### config.mk
export PLATFORM = sky130hd
export DESIGN_NAME = cpu_run_controller
export DESIGN_NICKNAME = d
export VERILOG_FILES = /design/src/rtl/cpu_run_controller.sv
export SDC_FILE = /design/constraint.sdc
export NUM_CORES = 1
export LEC_CHECK = 0
export ABC_AREA = 0
export CAP_MARGIN = 5
export CORE_MARGIN = 2
export CORE_UTILIZATION = 45
export CTS_CLUSTER_DIAMETER = 120
export CTS_CLUSTER_SIZE = 10
export DETAILED_ROUTE_END_ITERATION = 12
export PLACE_DENSITY_LB_ADDON = 0.1
export SYNTH_ARGS = -nofsm -noshare
export SYNTH_HDL_FRONTEND = slang
export SYNTH_SLANG_ARGS = --single-unit
### constraint.sdc
create_clock -name clk -period 3.3 [get_ports clk]
set_input_delay 0.33 -clock clk [delete_from_list [all_inputs] [get_ports clk]]
set_output_delay 0.33 -clock clk [all_outputs]
set_load 0.02 [all_outputs]
### src/rtl/cpu_run_controller.sv
// -----------------------------------------------------------------------------
// cpu_run_controller
//   Sequences the single-cycle CPU. Debounced step/run button levels are
//   turned into a one-cycle clock enable (cpu_ce) for the CPU. Three modes:
//   single-step, free-run at a rate of 2^(DIV_BASE+rate_sel) clk cycles per
//   instruction, and an optional PC breakpoint that stops a free run.
//
//   Build option: define CPU_RUN_BP_EN to include the breakpoint compare and
//   the skip_bp flag (BREAK becomes reachable). Without it bp_addr/bp_valid
//   are accepted but ignored and RUN pulses unconditionally.
//
//   State encoding on the state port: 00 HALT, 01 STEP, 10 RUN, 11 BREAK.
// -----------------------------------------------------------------------------
module cpu_run_controller #(
    parameter int ADDR_W   = 32,
    parameter int DIV_W    = 24,   // must be >= DIV_BASE + 8
    parameter int DIV_BASE = 16,
    parameter int CNT_W    = 16
) (
    input  logic              clk,
    input  logic              rst,
    input  logic              btn_step,
    input  logic              btn_run,
    input  logic [2:0]        rate_sel,
    input  logic [ADDR_W-1:0] pc_addr,
    input  logic [ADDR_W-1:0] bp_addr,
    input  logic              bp_valid,
    output logic              cpu_ce,
    output logic [1:0]        state,
    output logic              halted,
    output logic [CNT_W-1:0]  step_count
);

    typedef enum logic [1:0] {
        ST_HALT  = 2'b00,
        ST_STEP  = 2'b01,
        ST_RUN   = 2'b10,
        ST_BREAK = 2'b11
    } state_t;

    // Button vector index: bit 0 = step, bit 1 = run.
    localparam int BTN_STEP = 0;
    localparam int BTN_RUN  = 1;
    localparam int NUM_BTN  = 2;

    state_t             state_reg;
    logic               cpu_ce_reg;
    logic               halted_reg;
    logic [CNT_W-1:0]   step_count_reg;
    logic [DIV_W-1:0]   div_reg;
    logic [2:0]         rate_q_reg;
    logic [NUM_BTN-1:0] btn_q_reg;

    logic [NUM_BTN-1:0] btn_vec;
    logic [NUM_BTN-1:0] btn_rise;
    logic               step_rise;
    logic               run_rise;
    logic               rate_change;
    logic [DIV_W-1:0]   term_count;
    logic               div_at_term;
    logic               run_tick;
    logic               run_fire;
    logic               run_break;
    logic               bp_hit;
    logic               skip_set;

    assign btn_vec = {btn_run, btn_step};

    // Rising-edge detection, one lane per button.
    genvar gi;
    generate
        for (gi = 0; gi < NUM_BTN; gi++) begin : g_btn_edge
            assign btn_rise[gi] = btn_vec[gi] & ~btn_q_reg[gi];
        end
    endgenerate

    assign step_rise = btn_rise[BTN_STEP];
    assign run_rise  = btn_rise[BTN_RUN];

    // A rate change restarts the divider so the new period starts cleanly.
    assign rate_change = (rate_sel != rate_q_reg);

    // Terminal count 2^(DIV_BASE+rate)-1; rate_q_reg equals rate_sel whenever
    // the divider actually advances, so the registered copy keeps the path short.
    assign term_count  = (DIV_W'(1) << (DIV_BASE + int'(rate_q_reg))) - DIV_W'(1);
    assign div_at_term = (div_reg == term_count);

    // Terminal count reached in RUN with no run toggle or rate change pre-empting it.
    assign run_tick  = (state_reg == ST_RUN) && !run_rise && !rate_change && div_at_term;
    assign run_break = run_tick && bp_hit;
    // The cpu_ce_reg term keeps enables from ever landing back to back, even
    // with a degenerate DIV_BASE of 0.
    assign run_fire  = run_tick && !bp_hit && !cpu_ce_reg;

    // Leaving BREAK via the run button arms the one-shot breakpoint bypass.
    assign skip_set = (state_reg == ST_BREAK) && run_rise;

`ifdef CPU_RUN_BP_EN
    logic skip_bp_reg;

    // Breakpoint hit: armed, PC matches, and not the first pulse after resume.
    assign bp_hit = bp_valid && (pc_addr == bp_addr) && !skip_bp_reg;

    // skip_bp: set on resume from BREAK, cleared once a run pulse is issued.
    always_ff @(posedge clk) begin
        if (rst) begin
            skip_bp_reg <= 1'b0;
        end else if (skip_set) begin
            skip_bp_reg <= 1'b1;
        end else if (run_fire) begin
            skip_bp_reg <= 1'b0;
        end
    end
`else
    logic unused_bp_inputs;

    // Breakpoint logic is compiled out: inputs are ignored, RUN never stops.
    assign bp_hit           = 1'b0;
    assign unused_bp_inputs = ^{bp_valid, bp_addr, pc_addr, skip_set};
`endif

    // Main sequencer: mode FSM, divider, pulse counter and edge/rate history.
    always_ff @(posedge clk) begin
        if (rst) begin
            state_reg      <= ST_HALT;
            cpu_ce_reg     <= 1'b0;
            halted_reg     <= 1'b1;
            step_count_reg <= '0;
            div_reg        <= '0;
            // Load the live levels so a button held through reset gives no edge.
            btn_q_reg      <= btn_vec;
            rate_q_reg     <= rate_sel;
        end else begin
            btn_q_reg  <= btn_vec;
            rate_q_reg <= rate_sel;
            cpu_ce_reg <= 1'b0;

            case (state_reg)
                ST_HALT: begin
                    // Run wins when both buttons rise together.
                    if (run_rise) begin
                        state_reg  <= ST_RUN;
                        halted_reg <= 1'b0;
                        div_reg    <= '0;
                    end else if (step_rise) begin
                        state_reg      <= ST_STEP;
                        halted_reg     <= 1'b0;
                        cpu_ce_reg     <= 1'b1;
                        step_count_reg <= step_count_reg + CNT_W'(1);
                    end
                end

                ST_STEP: begin
                    // The enable was issued on entry; one cycle here, then stop.
                    state_reg  <= ST_HALT;
                    halted_reg <= 1'b1;
                end

                ST_RUN: begin
                    if (run_rise) begin
                        // Stop immediately; a pending terminal count is dropped.
                        state_reg  <= ST_HALT;
                        halted_reg <= 1'b1;
                        div_reg    <= '0;
                    end else if (rate_change) begin
                        div_reg <= '0;
                    end else if (div_at_term) begin
                        div_reg <= '0;
                        if (run_break) begin
                            state_reg  <= ST_BREAK;
                            halted_reg <= 1'b1;
                        end else if (run_fire) begin
                            cpu_ce_reg     <= 1'b1;
                            step_count_reg <= step_count_reg + CNT_W'(1);
                        end
                    end else begin
                        div_reg <= div_reg + DIV_W'(1);
                    end
                end

                ST_BREAK: begin
                    if (run_rise) begin
                        state_reg  <= ST_RUN;
                        halted_reg <= 1'b0;
                        div_reg    <= '0;
                    end else if (step_rise) begin
                        // Executes the instruction sitting at the breakpoint.
                        state_reg      <= ST_STEP;
                        halted_reg     <= 1'b0;
                        cpu_ce_reg     <= 1'b1;
                        step_count_reg <= step_count_reg + CNT_W'(1);
                    end
                end

                default: begin
                    state_reg  <= ST_HALT;
                    halted_reg <= 1'b1;
                end
            endcase
        end
    end

    assign cpu_ce     = cpu_ce_reg;
    assign state      = state_reg;
    assign halted     = halted_reg;
    assign step_count = step_count_reg;

endmodule

== Yosys cells after proc, flatten, opt, wreduce, memory -nomap -nowiden ==
Index checks and enable logic that the tools add are counted.

* Register bits after elaboration: 49
* Input bits: 72
* Output and inout bits: 20

* Add/sub/neg operators: 4
* Eq/ne operators: 14
* Shift operators: 1
* Multiplexer cells: 27
* Bitwise operators: 4
* Reduce and logical (&&, ||, !) cells: 13

{| class="wikitable"
|+ Operator list
! kind !! count
|-
| $mux 16 || 6
|-
| $mux 24 || 4
|-
| $pmux 24 s2 || 1
|-
| $pmux 16 s2 || 1
|-
| $add 24x1->24 const B || 1
|-
| $eq 24x24->1 || 1
|-
| $shl 1x6->24 const A || 1
|-
| $sub 24x2->24 const B || 1
|-
| $add 16x1->16 const B || 1
|-
| $ne 2x2->1 const B || 6
|-
| $mux 1 || 9
|-
| $reduce_and 7->1 || 1
|-
| $add 5x3->6 const A || 1
|-
| $mux 2 || 3
|-
| $pmux 2 s3 || 1
|-
| $eq 2x2->1 const B || 2
|-
| $logic_and 1x1->1 || 4
|-
| $ne 2x1->1 const B || 2
|-
| $reduce_and 2->1 || 2
|-
| $logic_not 1->1 || 3
|-
| $ne 3x1->1 const B || 1
|-
| $ne 3x3->1 || 1
|-
| $pmux 1 s3 || 1
|-
| $and 1x1->1 || 2
|-
| 6 further kinds || 7
|}

== Logic depth before layout (Yosys ltp) ==
* Depth in word-level cells: 12
* Depth in mapped cells: 13
* Gate-level depth less buffers: 10

== Worst setup path after synthesis ==
No wires, ideal clock.

* Path kind: flip-flop to flip-flop
* Start point: register rate_q_reg[2]
* End point: register step_count_reg[1], in the netlist step_count[1]
* Data arrival time: 2.518 ns
* Path slack: 0.655 ns
* Cell stages (with the launch flop): 13
* Cells stage by stage: dfxtp_1 buf_2 or3_1 ha_1 nor2b_1 o2bb2ai_1 a221oi_2 a31oi_1 a2bb2oi_1 buf_2 buf_2 mux2i_1 nor2_1

* Longest elaborated chain between the ends: 8
* Elaborated cells on any way between the ends: 13

{| class="wikitable"
|+ RTL lines
! what !! RTL line !! text
|-
| from (decl) || 51 || <nowiki>logic [2:0] rate_q_reg;</nowiki>
|-
| from (signal assigned) || 132 || <nowiki>rate_q_reg <= rate_sel;</nowiki>
|-
| from (signal assigned) || 135 || <nowiki>rate_q_reg <= rate_sel;</nowiki>
|-
| $add 5x3->6 || 85 || <nowiki>assign term_count = (DIV_W'(1) << (DIV_BASE + int'(rate_q_reg))) - DIV_W'(1);</nowiki>
|-
| $shl 1x6->24 || 85 ||
|-
| $sub 24x2->24 || 85 ||
|-
| $eq 24x24->1 || 86 || <nowiki>assign div_at_term = (div_reg == term_count);</nowiki>
|-
| $logic_and 1x1->1 || 89 || <nowiki>assign run_tick = (state_reg == ST_RUN) && !run_rise && !rate_change && div_at_term;</nowiki>
|-
| $logic_and 1x1->1 || 93 || <nowiki>assign run_fire = run_tick && !bp_hit && !cpu_ce_reg;</nowiki>
|-
| $ne 2x2->1 (no line) || n/a ||
|-
| $reduce_and 7->1 (no line) (*) || n/a ||
|-
| to (signal assigned) || 149 || <nowiki>step_count_reg <= step_count_reg + CNT_W'(1);</nowiki>
|-
| to (signal assigned) || 174 || <nowiki>step_count_reg <= step_count_reg + CNT_W'(1);</nowiki>
|-
| to (signal assigned) || 191 || <nowiki>step_count_reg <= step_count_reg + CNT_W'(1);</nowiki>
|-
| to (decl) || 49 || <nowiki>logic [CNT_W-1:0] step_count_reg;</nowiki>
|}

Mark *: on every way between the ends. The rest lies on a longest branch, timed or not.
A chain may end at the register's enable or synchronous reset.

== Worst setup path in the final report ==
* Start point: register rate_q_reg[0]
* End point: register step_count_reg[5], in the netlist step_count[5]

The elaborated chain is that of the path after synthesis.

==> results.sh <==
export IMPL_run_status="finished, final reports clean"
export IMPL_synth_compound_area_share_pct=18.9
export IMPL_areaGrowthSynthToFinish_pct=15.0
export IMPL_r2r_slack_ns=0.34
export IMPL_avgSynthCellArea_um2=8.05
export IMPL_die_x_um=80.7
export IMPL_core_area_mm2=0.00561
export IMPL_synth_ff_type="dfxtp_1"
export IMPL_antenna_cells=0
export IMPL_firstDrtPassIters=4
export IMPL_die_area_mm2=0.00652
export IMPL_dp_hpwl_mm=3.90
export IMPL_postCtsResizedCells=0
export IMPL_cp_slowest_cell="dfxtp_1"
export IMPL_synth_adder_area_share_pct=2.36
export IMPL_synth_top_cell_by_area="dfxtp_1"
export IMPL_drcViolationCount=0
export IMPL_cts_setup_buffers=0
export IMPL_critPathLaunchType="flip-flop"
export IMPL_rr_endpoint="step_count[5]"
export IMPL_max_stage_delay_ns=0.52
export IMPL_port_buffers=26
export IMPL_fin_crit_sh_pct=89.6
export IMPL_cts_tree="yes"
export IMPL_critical_path_top_delay_family="simple AND/OR/NAND/NOR gates"
export IMPL_hp_start="step_count[15]"
export IMPL_power_leakage_nw=1.08
export IMPL_internal_power_w=0.000817
export IMPL_ys_top_cells_by_count="49 x dfxtp_1, 40 x nand2_1, 32 x a21oi_1"
export IMPL_yosysSeqAreaShare_pct=37.0
export IMPL_first_iter_violations=76
export IMPL_ys_warn_count=0
export IMPL_arrival_ns=3.19
export IMPL_finalClockSkew_ns=0.00646
export IMPL_path_cells="inv_1 > or3_1 > ha_1 > xor2_1 > xnor2_1 > o211ai_1 > nor3_2 > a2bb2oi_2 > buf_12 > or4_1 > a21oi_1"
export IMPL_cts_sinks=49
export IMPL_synth_cell_types=48
export IMPL_finalSetupViolations=0
export IMPL_grt_first_pass_wirelength_mm=9.49
export IMPL_wl_per_cell_um=13.2
export IMPL_layout_drive_gt1_share_pct=5.41
export IMPL_grt_pass1_vias=2153
export IMPL_holdPathStages=2
export IMPL_place_congestion=0.768
export IMPL_num_rows=27
export IMPL_synth_net_count=406
export IMPL_yosysMostFrequentCell="dfxtp_1"
export IMPL_num_io_pins=92
export IMPL_clockBufferDepth=2
export IMPL_path_clk_slew_ns=0.09
export IMPL_slew_headroom_pct=51.8
export IMPL_min_to="step_count[15]"
export IMPL_cts_made_buffers=5
export IMPL_ys_top_cells_by_area="dfxtp_1 37%, a21oi_1 6.0%, nand2_1 5.7%"
export IMPL_combPwrFrac_pct=13.5
export IMPL_ir_worst_vdd_v=0.000218
export IMPL_largest_register_ffs=24
export IMPL_swShare_pct=26.2
export IMPL_ys_seq_elements=49
export IMPL_hold_class="reg -> reg"
export IMPL_rsz0062_at_grt="false"
export IMPL_antenna_left=0
export IMPL_hold_buffers=0
export IMPL_final_setup_tns_ns=0
export IMPL_seq_power_share_pct=55.4
export IMPL_whs_ns=0.490
export IMPL_synth_top_family_by_area="simple AND/OR/NAND/NOR gates"
export IMPL_nets=427
export IMPL_maxCapViolCount=0
export IMPL_fin_cells=423
export IMPL_avgViaCountPerCell=5.61
export IMPL_fin_crit_ns=2.96
export IMPL_switchingPower_w=0.000290
export IMPL_critPathRequiredTime_ns=3.53
export IMPL_cp_num_buf_inv=2
export IMPL_slew_viol_final=0
export IMPL_die_y_um=80.7
export IMPL_synth_edff_count=0
export IMPL_cts_root_buffer="clkbuf_8"
export IMPL_hold_violations=0
export IMPL_cp_end_kind="flip-flop"
export IMPL_initial_core_util_pct=47.2
export IMPL_grt_ovfl_total=0
export IMPL_design_area_mm2=0.00305
export IMPL_synthXorXnorAreaFrac_pct=3.64
export IMPL_critical_path_class="reg -> reg"
export IMPL_dp_cells=415
export IMPL_async_flop_share_pct=0
export IMPL_power_density_mw_per_mm2=364
export IMPL_clkLatencyLatePin_ns=0.30
export IMPL_yosys_area_share_simple_pct=28.6
export IMPL_r2r_cells=11
export IMPL_antenna_found_initial=0
export IMPL_pwr_share_clk_pct=31.1
export IMPL_netlist_instances=329
export IMPL_synth_mux_area_share_pct=3.78
export IMPL_place_area_mm2=0.00297
export IMPL_synth_cell_area_mm2=0.00265
export IMPL_timing_rr_start="rate_q_reg[0]"
export IMPL_netlist_area_leader_share_pct=37.0
export IMPL_grt_max_degree=34
export IMPL_crit_fanout=30
export IMPL_track_usage_pct=18.5
export IMPL_fin_util_pct=54.3
export IMPL_fmax_mhz=338
export IMPL_crit_path_start="rate_q_reg[0]"
export IMPL_vias=2375
export IMPL_wirelength_mm=5.59
export IMPL_h_tree_depth=2
export IMPL_worstMarginPinSlew_ns=0.722
==> stage by stage <==
step | setup WS, ns | total power (W)
floorplan | 0.655 | 0.000729
global placement | 0.412 | 0.000775
detailed placement | 0.371 | 0.000777
CTS | 0.346 | 0.00113
global route | 0.0860 | 0.00116
finish | 0.342 | 0.00111
==> cells in the final DEF (no fill, tap or decap), drive strengths merged, types with 2 or more instances in the layout <==
master         Yosys  routed
nand3b             3       3
and3              12      12
nand2b             4       4
xnor2              2       2
nor4               4       4
a22o               2       2
nand3             18      18
a31oi              4       4
dfxtp             49      49
o211ai             3       3
clkbuf             6       8
buf               11       5
o2111ai            2       2
inv               13      13
nor2              21      21
clkdlybuf4s50      0      26
mux2i             10      10
a21o               3       3
xor2               9       9
and2               3       3
nor3               7       7
nand2             40      40
ha                 5       5
nor2b              5       5
a21oi             33      33
or3               12      12
o21ai             19      19
o31ai              6       6
or4                6       6
nand4              6       6
==> routing by layer <==
metal  part of all wire (%)  wire [µm]  up-vias  global-route usage (%)
met5                      0          0        -                       0
met4                   0.84         47        0                    6.78
met3                    3.6        200        4                    4.04
met2                     46       2570       32                    30.7
met1                     50       2770     1114                    23.7
li1                       -          -     1225                       -
==> power groups by stage <==
stage	registers (W)	logic, W	clock network (W)
finish	0.000613	0.000149	0.000345
floorplan	0.000633	0.0000965	0
global route	0.000616	0.000166	0.000380
CTS	0.000614	0.000150	0.000363
detailed placement	0.000627	0.000150	0
global placement	0.000627	0.000147	0
==> worst max-delay path by stage <==
stage | to | slack [ns] | depth (start not counted)
after floorplan | step_count[1] | 0.65 | 12
after global placement | step_count[9] | 0.41 | 11
after detailed placement | step_count[7] | 0.37 | 11
after CTS | step_count[5] | 0.35 | 11
after global routing | step_count[9] | 0.09 | 11
final | step_count[5] | 0.34 | 11
==> cell families (layout without fill, tap and decap cells) <==
logic type	after synthesis	count (layout)
AND/OR/NAND/NOR	143	143
AO/OA/AOI/OAI	81	81
multiplexers	10	10
adder cells (fa/ha/maj)	5	5
buffers and inverters	30	52
XOR/XNOR	11	11
flip-flops	49	49
==> worst min-delay path: stages, from the launching register on <==
cell	delay, ns
dfxtp_1	0.33
o31ai_1	0.07
a21oi_1	0.06
==> area by class of cell <==
class | instances | area [µm²]
fill | 567 | 2560
timing repair buffer | 31 | 323
tap | 72 | 90.1
multi-input combinational | 250 | 1520
clock buffer | 8 | 80.1
sequential | 49 | 981
inverter | 13 | 48.8
(Power assumes the default switching activity.)
